### config.mk
export PLATFORM = sky130hd
export DESIGN_NAME = fog_rate_decimator
export DESIGN_NICKNAME = d
export VERILOG_FILES = /design/src/rtl/fog_pkg.sv /design/src/rtl/fog_boxcar_acc.sv /design/src/rtl/fog_rate_decimator.sv
export SDC_FILE = /design/constraint.sdc
export NUM_CORES = 1
export LEC_CHECK = 0
export ABC_AREA = 1
export BUFFER_PORTS_ARGS = -buffer_cell sky130_fd_sc_hd__buf_4
export CORE_ASPECT_RATIO = 0.75
export CORE_UTILIZATION = 35
export CTS_CLUSTER_DIAMETER = 80
export DETAILED_ROUTE_END_ITERATION = 6
export GPL_TIMING_DRIVEN = 0
export PLACE_DENSITY = 0.63
export SYNTH_ARGS = -nofsm -noshare
export SYNTH_HDL_FRONTEND = slang
export SYNTH_SLANG_ARGS = --single-unit
### constraint.sdc
create_clock -name i_clk -period 3.37 [get_ports i_clk]
set_input_delay 0.1685 -clock i_clk [delete_from_list [all_inputs] [get_ports i_clk]]
set_output_delay 0.1685 -clock i_clk [all_outputs]
set_load 0.02 [all_outputs]
### src/rtl/fog_pkg.sv
// rtl/fog_pkg.sv - shared widths, types and shift clamp for the FOG rate decimator
package fog_pkg;

  localparam int DEF_DATA_W    = 32;
  localparam int DEF_ACC_W     = 48;
  localparam int DEF_MAX_SHIFT = 10;

  typedef enum logic {IDLE, ACC} state_t;

  typedef logic signed [DEF_DATA_W-1:0] step_t;
  typedef logic signed [DEF_ACC_W-1:0]  acc_t;

  function automatic int unsigned clamp_shift(input logic [31:0] sel, input int unsigned max_shift);
    return (sel > max_shift) ? max_shift : sel;
  endfunction

endpackage

### src/rtl/fog_boxcar_acc.sv
// rtl/fog_boxcar_acc.sv - one boxcar channel: block sum, sample count and latched shift
module fog_boxcar_acc
  import fog_pkg::*;
#(
  parameter int DATA_W    = DEF_DATA_W,
  parameter int ACC_W     = DEF_ACC_W,
  parameter int MAX_SHIFT = DEF_MAX_SHIFT
) (
  input  logic              clk,
  input  logic              rst_n,
  input  logic              load,
  input  logic              add,
  input  logic [31:0]       dec_sel,
  input  logic [DATA_W-1:0] sample,
  output logic              last,
  output logic [DATA_W-1:0] avg
);

  localparam int SHIFT_W = $clog2(MAX_SHIFT + 1);
  localparam int CNT_W   = (MAX_SHIFT > 0) ? MAX_SHIFT : 1;
  localparam logic [CNT_W:0] ONE = {{CNT_W{1'b0}}, 1'b1};

  logic signed [ACC_W-1:0] sum;
  logic signed [ACC_W-1:0] sample_x;
  logic signed [ACC_W-1:0] total;
  logic [CNT_W-1:0]        cnt;
  logic [SHIFT_W-1:0]      shift;

  assign sample_x = {{(ACC_W-DATA_W){sample[DATA_W-1]}}, sample};
  assign total    = sum + sample_x;
  // The closing sample is folded in combinationally so the mean lands on the same edge.
  assign avg      = DATA_W'(total >>> shift);
  assign last     = ({1'b0, cnt} == ((ONE << shift) - ONE));

  always_ff @(posedge clk or negedge rst_n) begin
    if (!rst_n) begin
      sum   <= '0;
      cnt   <= '0;
      shift <= '0;
    end else if (load || (add && last)) begin
      sum   <= '0;
      cnt   <= '0;
      shift <= SHIFT_W'(clamp_shift(dec_sel, MAX_SHIFT));
    end else if (add) begin
      sum   <= total;
      cnt   <= cnt + CNT_W'(1);
    end
  end

endmodule

### src/rtl/fog_rate_decimator.sv
// rtl/fog_rate_decimator.sv - decimated rate/error snapshots, angle integrator and sequence counter
module fog_rate_decimator
  import fog_pkg::*;
#(
  parameter int DATA_W    = DEF_DATA_W,
  parameter int ACC_W     = DEF_ACC_W,
  parameter int MAX_SHIFT = DEF_MAX_SHIFT
) (
  input  logic              i_clk,
  input  logic              i_rst_n,
  input  logic              i_en,
  input  logic              i_trig,
  input  logic [DATA_W-1:0] i_step,
  input  logic [DATA_W-1:0] i_err,
  input  logic [31:0]       i_dec_sel,
  input  logic              i_angle_clr,
  input  logic              i_rd_ack,
  output logic              o_valid,
  output logic [DATA_W-1:0] o_rate,
  output logic [DATA_W-1:0] o_err_avg,
  output logic [ACC_W-1:0]  o_angle,
  output logic [15:0]       o_seq,
  output logic              o_overrun
);

  state_t            state;
  logic              load;
  logic              add;
  logic              close;
  logic              last_s;
  logic              last_e;
  logic [DATA_W-1:0] avg_s;
  logic [DATA_W-1:0] avg_e;
  logic [ACC_W-1:0]  step_x;

  assign load   = (state == IDLE) && i_en;
  assign add    = (state == ACC) && i_en && i_trig;
  assign close  = add && last_s && last_e;
  assign step_x = {{(ACC_W-DATA_W){i_step[DATA_W-1]}}, i_step};

  fog_boxcar_acc #(.DATA_W(DATA_W), .ACC_W(ACC_W), .MAX_SHIFT(MAX_SHIFT)) u_step_acc (
    .clk     (i_clk),
    .rst_n   (i_rst_n),
    .load    (load),
    .add     (add),
    .dec_sel (i_dec_sel),
    .sample  (i_step),
    .last    (last_s),
    .avg     (avg_s)
  );

  fog_boxcar_acc #(.DATA_W(DATA_W), .ACC_W(ACC_W), .MAX_SHIFT(MAX_SHIFT)) u_err_acc (
    .clk     (i_clk),
    .rst_n   (i_rst_n),
    .load    (load),
    .add     (add),
    .dec_sel (i_dec_sel),
    .sample  (i_err),
    .last    (last_e),
    .avg     (avg_e)
  );

  always_ff @(posedge i_clk or negedge i_rst_n) begin
    if (!i_rst_n) begin
      state     <= IDLE;
      o_valid   <= 1'b0;
      o_rate    <= '0;
      o_err_avg <= '0;
      o_angle   <= '0;
      o_seq     <= '0;
      o_overrun <= 1'b0;
    end else begin
      state <= i_en ? ACC : IDLE;

      if (close) begin
        o_rate    <= avg_s;
        o_err_avg <= avg_e;
        o_seq     <= o_seq + 16'd1;
        o_valid   <= 1'b1;
        // A coinciding ack consumed the old snapshot, so nothing was lost.
        o_overrun <= i_rd_ack ? 1'b0 : (o_overrun | o_valid);
      end else if (i_rd_ack && o_valid) begin
        o_valid   <= 1'b0;
        o_overrun <= 1'b0;
      end

      if (i_angle_clr) begin
        o_angle <= '0;
      end else if (i_trig) begin
        o_angle <= o_angle + step_x;
      end
    end
  end

endmodule

# Word level (Yosys, flattened, before mapping)
# Cells that the tools add are included.
[totals]
latchBits = 0
output_inout_bits = 130
in_bits = 102
mem_bits_ro = 0
wordCells = 59
ram_bits = 0
n_memories = 0
reg_bits = 255
[classes]
n_reduce_logical = 13
bitwise_logic = 2
magnitude_cmp = 1
eq_ne = 2
shifts = 4
mux = 16
n_mul = 0
n_div = 0
n_addsub = 8
[ops]
columns = ["op", "n"]
rows = [
  ["48-bit 2-to-1 mux", 6],
  ["48-bit by 32-bit adder with 48-bit output", 2],
  ["48-bit by 4-bit >>> shifter with 32-bit output", 2],
  ["48-bit adder", 1],
  ["10-bit 2-to-1 mux", 4],
  ["32-bit by 4-bit greater-than comparator with 1-bit output, second input constant", 1],
  ["10-bit by 11-bit == test with 1-bit output", 2],
  ["1-bit by 4-bit << shifter with 11-bit output, first input constant", 2],
  ["11-bit by 1-bit subtractor with 11-bit output, second input constant", 2],
  ["10-bit by 1-bit adder with 10-bit output, second input constant", 2],
  ["16-bit by 1-bit adder with 16-bit output, second input constant", 1],
  ["2-bit nonzero test", 4],
  ["1-bit logical AND", 7],
  ["1-bit 2-to-1 mux", 5],
  ["4-bit 2-to-1 mux", 1],
  ["1-bit logical OR", 2],
  ["1-bit inverter", 1],
  ["1-bit OR", 1],
]

# Depth between registers and ports, before layout
[depth]
ltp_word = 6
ltp_mapped = 22
depth_no_buf = 22

# Modules after synthesis
# From an unflattened synthesis, not the netlist that was laid out.
[hier_totals]
hier_cells = 4670
area_unflattened_um2 = 26838.2
[by_module_without_submodules]
columns = ["module", "area_each_um2", "instances", "seq_area_each_um2", "cells_each"]
rows = [
  ["fog_boxcar_acc", 8780.9, 2, 1526.5, 1615],
  ["fog_rate_decimator", 9276.4, 1, 3278.1, 1440],
]

# Least setup slack after synthesis
# Ideal clock, no wire load.
[synth_timing]
kind = "register to register"
startpoint = "reg u_step_acc.shift[0]"
endpoint = "reg o_seq[8]"
required_time_ns = 3.246
t_arrival_ns = 2.843
setup_time_ns = 0.124
period_less_slack_ns = 2.967
n_path_buf = 4
stages_incl_launch_ff = 17
path_slack_ns = 0.403
cell_sequence = "dfrtp_1 > clkbuf_1 > clkinv_1 > clkbuf_1 > nor2_1 > nand2_1 > ha_1 > xnor2_1 > nor2_1 > nand4_1 > a21oi_1 > nand3_1 > buf_4 > nor2_8 > buf_4 > nand4_1 > xor2_1"
[synth_between]
elab_chain_len = 5
[synth_lines]
columns = ["item", "line", "source"]
rows = [
  ["start, declared", "fog_boxcar_acc.sv:27", "logic [SHIFT_W-1:0] shift;"],
  ["start signal, assigned", "fog_boxcar_acc.sv:43", "shift <= SHIFT_W'(clamp_shift(dec_sel, MAX_SHIFT));"],
  ["1-bit by 4-bit << shifter with 11-bit output", "fog_boxcar_acc.sv:33", "assign last = ({1'b0, cnt} == ((ONE << shift) - ONE));"],
  ["11-bit by 1-bit subtractor with 11-bit output", "fog_boxcar_acc.sv:33", ""],
  ["10-bit by 11-bit == test with 1-bit output", "fog_boxcar_acc.sv:33", ""],
  ["1-bit logical AND (2 in series)", "fog_rate_decimator.sv:38", "assign close = add && last_s && last_e;"],
  ["end signal, assigned", "fog_rate_decimator.sv:78", "o_seq <= o_seq + 16'd1;"],
  ["end, declared", "fog_rate_decimator.sv:22", "output logic [15:0] o_seq,"],
]
# Every way passes these cells.
# A chain may end at the register's enable or synchronous reset.

# Worst setup path in the final report
[layout_timing]
startpoint = "reg o_angle[31]"
endpoint = "reg o_angle[44]"
[layout_between]
elab_chain_len = 3
[layout_lines]
columns = ["item", "line", "source"]
rows = [
  ["start, declared", "fog_rate_decimator.sv:21", "output logic [ACC_W-1:0] o_angle,"],
  ["start signal, assigned", "fog_rate_decimator.sv:90", "o_angle <= o_angle + step_x;"],
  ["48-bit adder", "fog_rate_decimator.sv:90", ""],
  ["48-bit 2-to-1 mux", "fog_rate_decimator.sv:89", "end else if (i_trig) begin"],
  ["48-bit 2-to-1 mux", "fog_rate_decimator.sv:87", "if (i_angle_clr) begin"],
]
# Every way passes these cells. The select of a mux whose other input is x is not followed.

==> out/results.txt <==
Slowest Stage Delay on Critical Path: 900 ps
Num CTS Buffers: 35
Clock Path Buffers: 3
Synth Warn #: 0
Die Span X: 313 um
Synthesized netlist cell count: 4300
Core area: 71700 um^2
Critical Path AT: 3720 ps
Setup CP Type: register to register
Vias: 29400
Clock Skews: 17.9 ps
EDFF count, synth: 0
Avg Vias per Cell: 5.29
# fillers: 7970
Setup crit end kind: register
Top_reg_cell synth: dfrtp_1
Utilization of the core after routing: 41.4%
Antenna viol nets, final: 0
Core Rows: 85
Relative slew slack: 24.3%
Max-Cap Viols: 0
Worst path cell trace: ha_1, nand2_1, nor2_1, inv_1, nor4_1, o21ai_0, nand3_1, a21oi_1, o21ai_0, nand2_1
VDD IR-drop max: 399 uV
Hold WC Path Type: input port to register
Status: complete, no violations
Gr usage total: 28.4%
Period utilization: 97.0%
Share of post-route cells with drive strength above 1: 8.65%
Register area share after synthesis: 25.0%
DRT Pass-1 Iters: 5
DRT Wirelength: 107000 um
Leakage Power: 16.2 nW
Die ar.: 73500 um^2
Total gr overflow: 0
Worst slew pin tran: 1130 ps
CTS tree: yes
Slowest cell on the critical path: nor4_1
Setup violators final: 0
H-Tree Depth: 2
Final Net Count: 4828
Power Total: 14.4 mW
Mapped Area: 25300 um^2
Synthesized area per cell: 5.89 um^2
Placer Congestion: 1.03
Mapped Nets: 4549
Min Tclk post-route: 3270 ps
Fin. Hold Viols: 0
CP Max Fanout: 7
IO buf count: 231
FMAX: 306 MHz
# diodes: 0
DRC viols: 0
# IOs: 232
Via count of the first global-routing pass: 26400
DRT iter0 DRCs: 3191
Worst skew pair latency: 580 ps
Clock slew at reported path FFs: 60 ps
Yosys reg bits: 253
CTS root buf: clkbuf_16
Initial antenna violation count: 3
Initial Utilization: 35.4%
Final Max Tran Viols: 0
Die extent in y: 235 um
Routed wire per std cell: 19.2 um
Global-route wire length before repair: 160000 um
Req. time, crit path: 3820 ps
Post-synth cell types: 51
Detail Placement HPWL: 88600 um
Cell Pwr Density: 484 nW/um^2
Synth-to-layout area growth: 17.2%
Post-synth ARST share: 100%
Worst setup SP type: register
Clk sinks: 253
Largest net degree at the start of global routing: 110
metal layers:
layer	global-route usage (%)	vias up	wire length, um
met5	0	-	0
met4	5.84	0	2190
met3	7.34	119	11600
met2	37.4	1256	39600
met1	44.9	13600	53200
li1	-	14400	-
layout by cell type (no fill, tap or decap), drive strengths merged, types with 4 or more instances in the layout:
master and count:
a21oi 186, a32o 19, xnor2 32, a21o 5, o21bai 10, nor2 401, dlygate4sd3 8, nand4 43
o22ai 4, clkinv 11, nor4 28, or2 11, buf 293, o21ai 256, ha 144, o21a 7
xor2 47, and2 4, inv 590, nand3 498, o211ai 7, a31oi 24, nand2 1552, o31ai 11
nor3 33, a22oi 4, nand3b 6, clkbuf 97, dfrtp 253
flip-flops by register name (all words and copies together) (netlist names), 4 cells and up:
signal and cells:
o_angle 48, u_err_acc.sum 47, u_step_acc.sum 47, o_err_avg 32, o_rate 32, o_seq 16, u_err_acc.cnt 10, u_step_acc.cnt 10
u_err_acc.shift 4, u_step_acc.shift 4
cells by family after synthesis:
family | Yosys count | synth area share, %
fa+ha+maj | 147 | 7.35
flops | 253 | 25.0
compound gates | 540 | 12.0
buf+inv | 700 | 10.7
simple gates | 2578 | 42.1
mux | 3 | 0.118
xor+xnor | 79 | 2.73
Yosys cell counts (all sizes together), types with 5 or more instances:
cell,n,share of area [%]
a21o,5,0.15
a21oi,186,3.9
a31oi,24,0.59
a32o,19,0.75
buf,57,1.2
clkbuf,49,0.73
clkinv,5,0.074
dfrtp,253,25
ha,144,7.1
inv,589,8.7
nand2,1552,23
nand3,498,9.8
nand3b,6,0.18
nand4,43,1.1
nor2,401,6.2
nor3,33,0.65
nor4,28,0.69
o211ai,7,0.21
o21a,7,0.21
o21ai,256,5.1
o21bai,10,0.30
o31ai,11,0.33
or2,11,0.27
xnor2,32,1.1
xor2,47,1.6
path summary, 6_finish.rpt:
| kind | start | end | slack (ps) | depth (start not counted) |
|---|---|---|---|---|
| max in group asynchronous | i_rst_n | u_err_acc.sum[32]$_DFFE_PN0P_ | 1860 | 4 |
| setup reg to reg | o_angle[31]$_DFFE_PN0P_ | o_angle[44]$_DFFE_PN0P_ | 100 | 10 |
| setup / recovery | o_angle[31]$_DFFE_PN0P_ | o_angle[44]$_DFFE_PN0P_ | 100 | 10 |
| hold reg to reg | o_err_avg[24]$_DFFE_PN0P_ | o_err_avg[24]$_DFFE_PN0P_ | 490 | 2 |
| hold / removal | i_dec_sel[0] | u_step_acc.shift[0]$_DFFE_PN0P_ | 70 | 5 |
| min in group asynchronous | i_rst_n | u_step_acc.sum[46]$_DFFE_PN0P_ | 120 | 2 |
per-stage QoR:
| stage | instances | setup WS [ps] | area, um^2 | TNS [ps] | hold WS [ps] |
|---|---|---|---|---|---|
| CTS | 5559 | 0.839 | 29600 | 0 | 53.8 |
| global route | 5560 | -8.90 | 29700 | -8.90 | 126 |
| floorplan | 4300 | 403 | 25300 | 0 | -127 |
| finish | 5560 | 101 | 29700 | 0 | 71.0 |
| global placement | 5488 | -946 | 28300 | -159130 | 315 |
| detailed placement | 5490 | -932 | 28300 | -87030 | 175 |
worst max-delay path: cells and delay by family, from the launching register on:
kind            cells  cell delay [ps]
simple gates        5             1660
compound gates      3              510
flops               1              390
fa+ha+maj           1              400
buf+inv             1              180
final cells by class:
| type | count | area, um^2 | area share (%) |
|---|---|---|---|
| Multi-Input combinational cell | 3347 | 16400 | 55.3 |
| Sequential cell | 253 | 6330 | 21.3 |
| Inverter | 594 | 2240 | 7.53 |
| Timing Repair Buffer | 243 | 1890 | 6.37 |
| Tap cell | 957 | 1200 | 4.03 |
| Clock buffer | 50 | 993 | 3.34 |
| Buffer | 105 | 514 | 1.73 |
| Clock inverter | 11 | 125 | 0.421 |
power breakdown:
group,switching [mW],total [mW],internal [mW]
sequential,0.232,3.55,3.32
combinational,4.97,7.06,2.09
clock,1.57,3.77,2.21
total,6.77,14.4,7.61
repair_timing:
item	in CTS	in global routing
endpoints found under the hold margin	75	0
setup buffers	1	1
gates resized for setup	13	37
pin swaps	1	3
hold buffers	8	0
endpoints found under the setup margin	195	169
(Power assumes the default switching activity.)
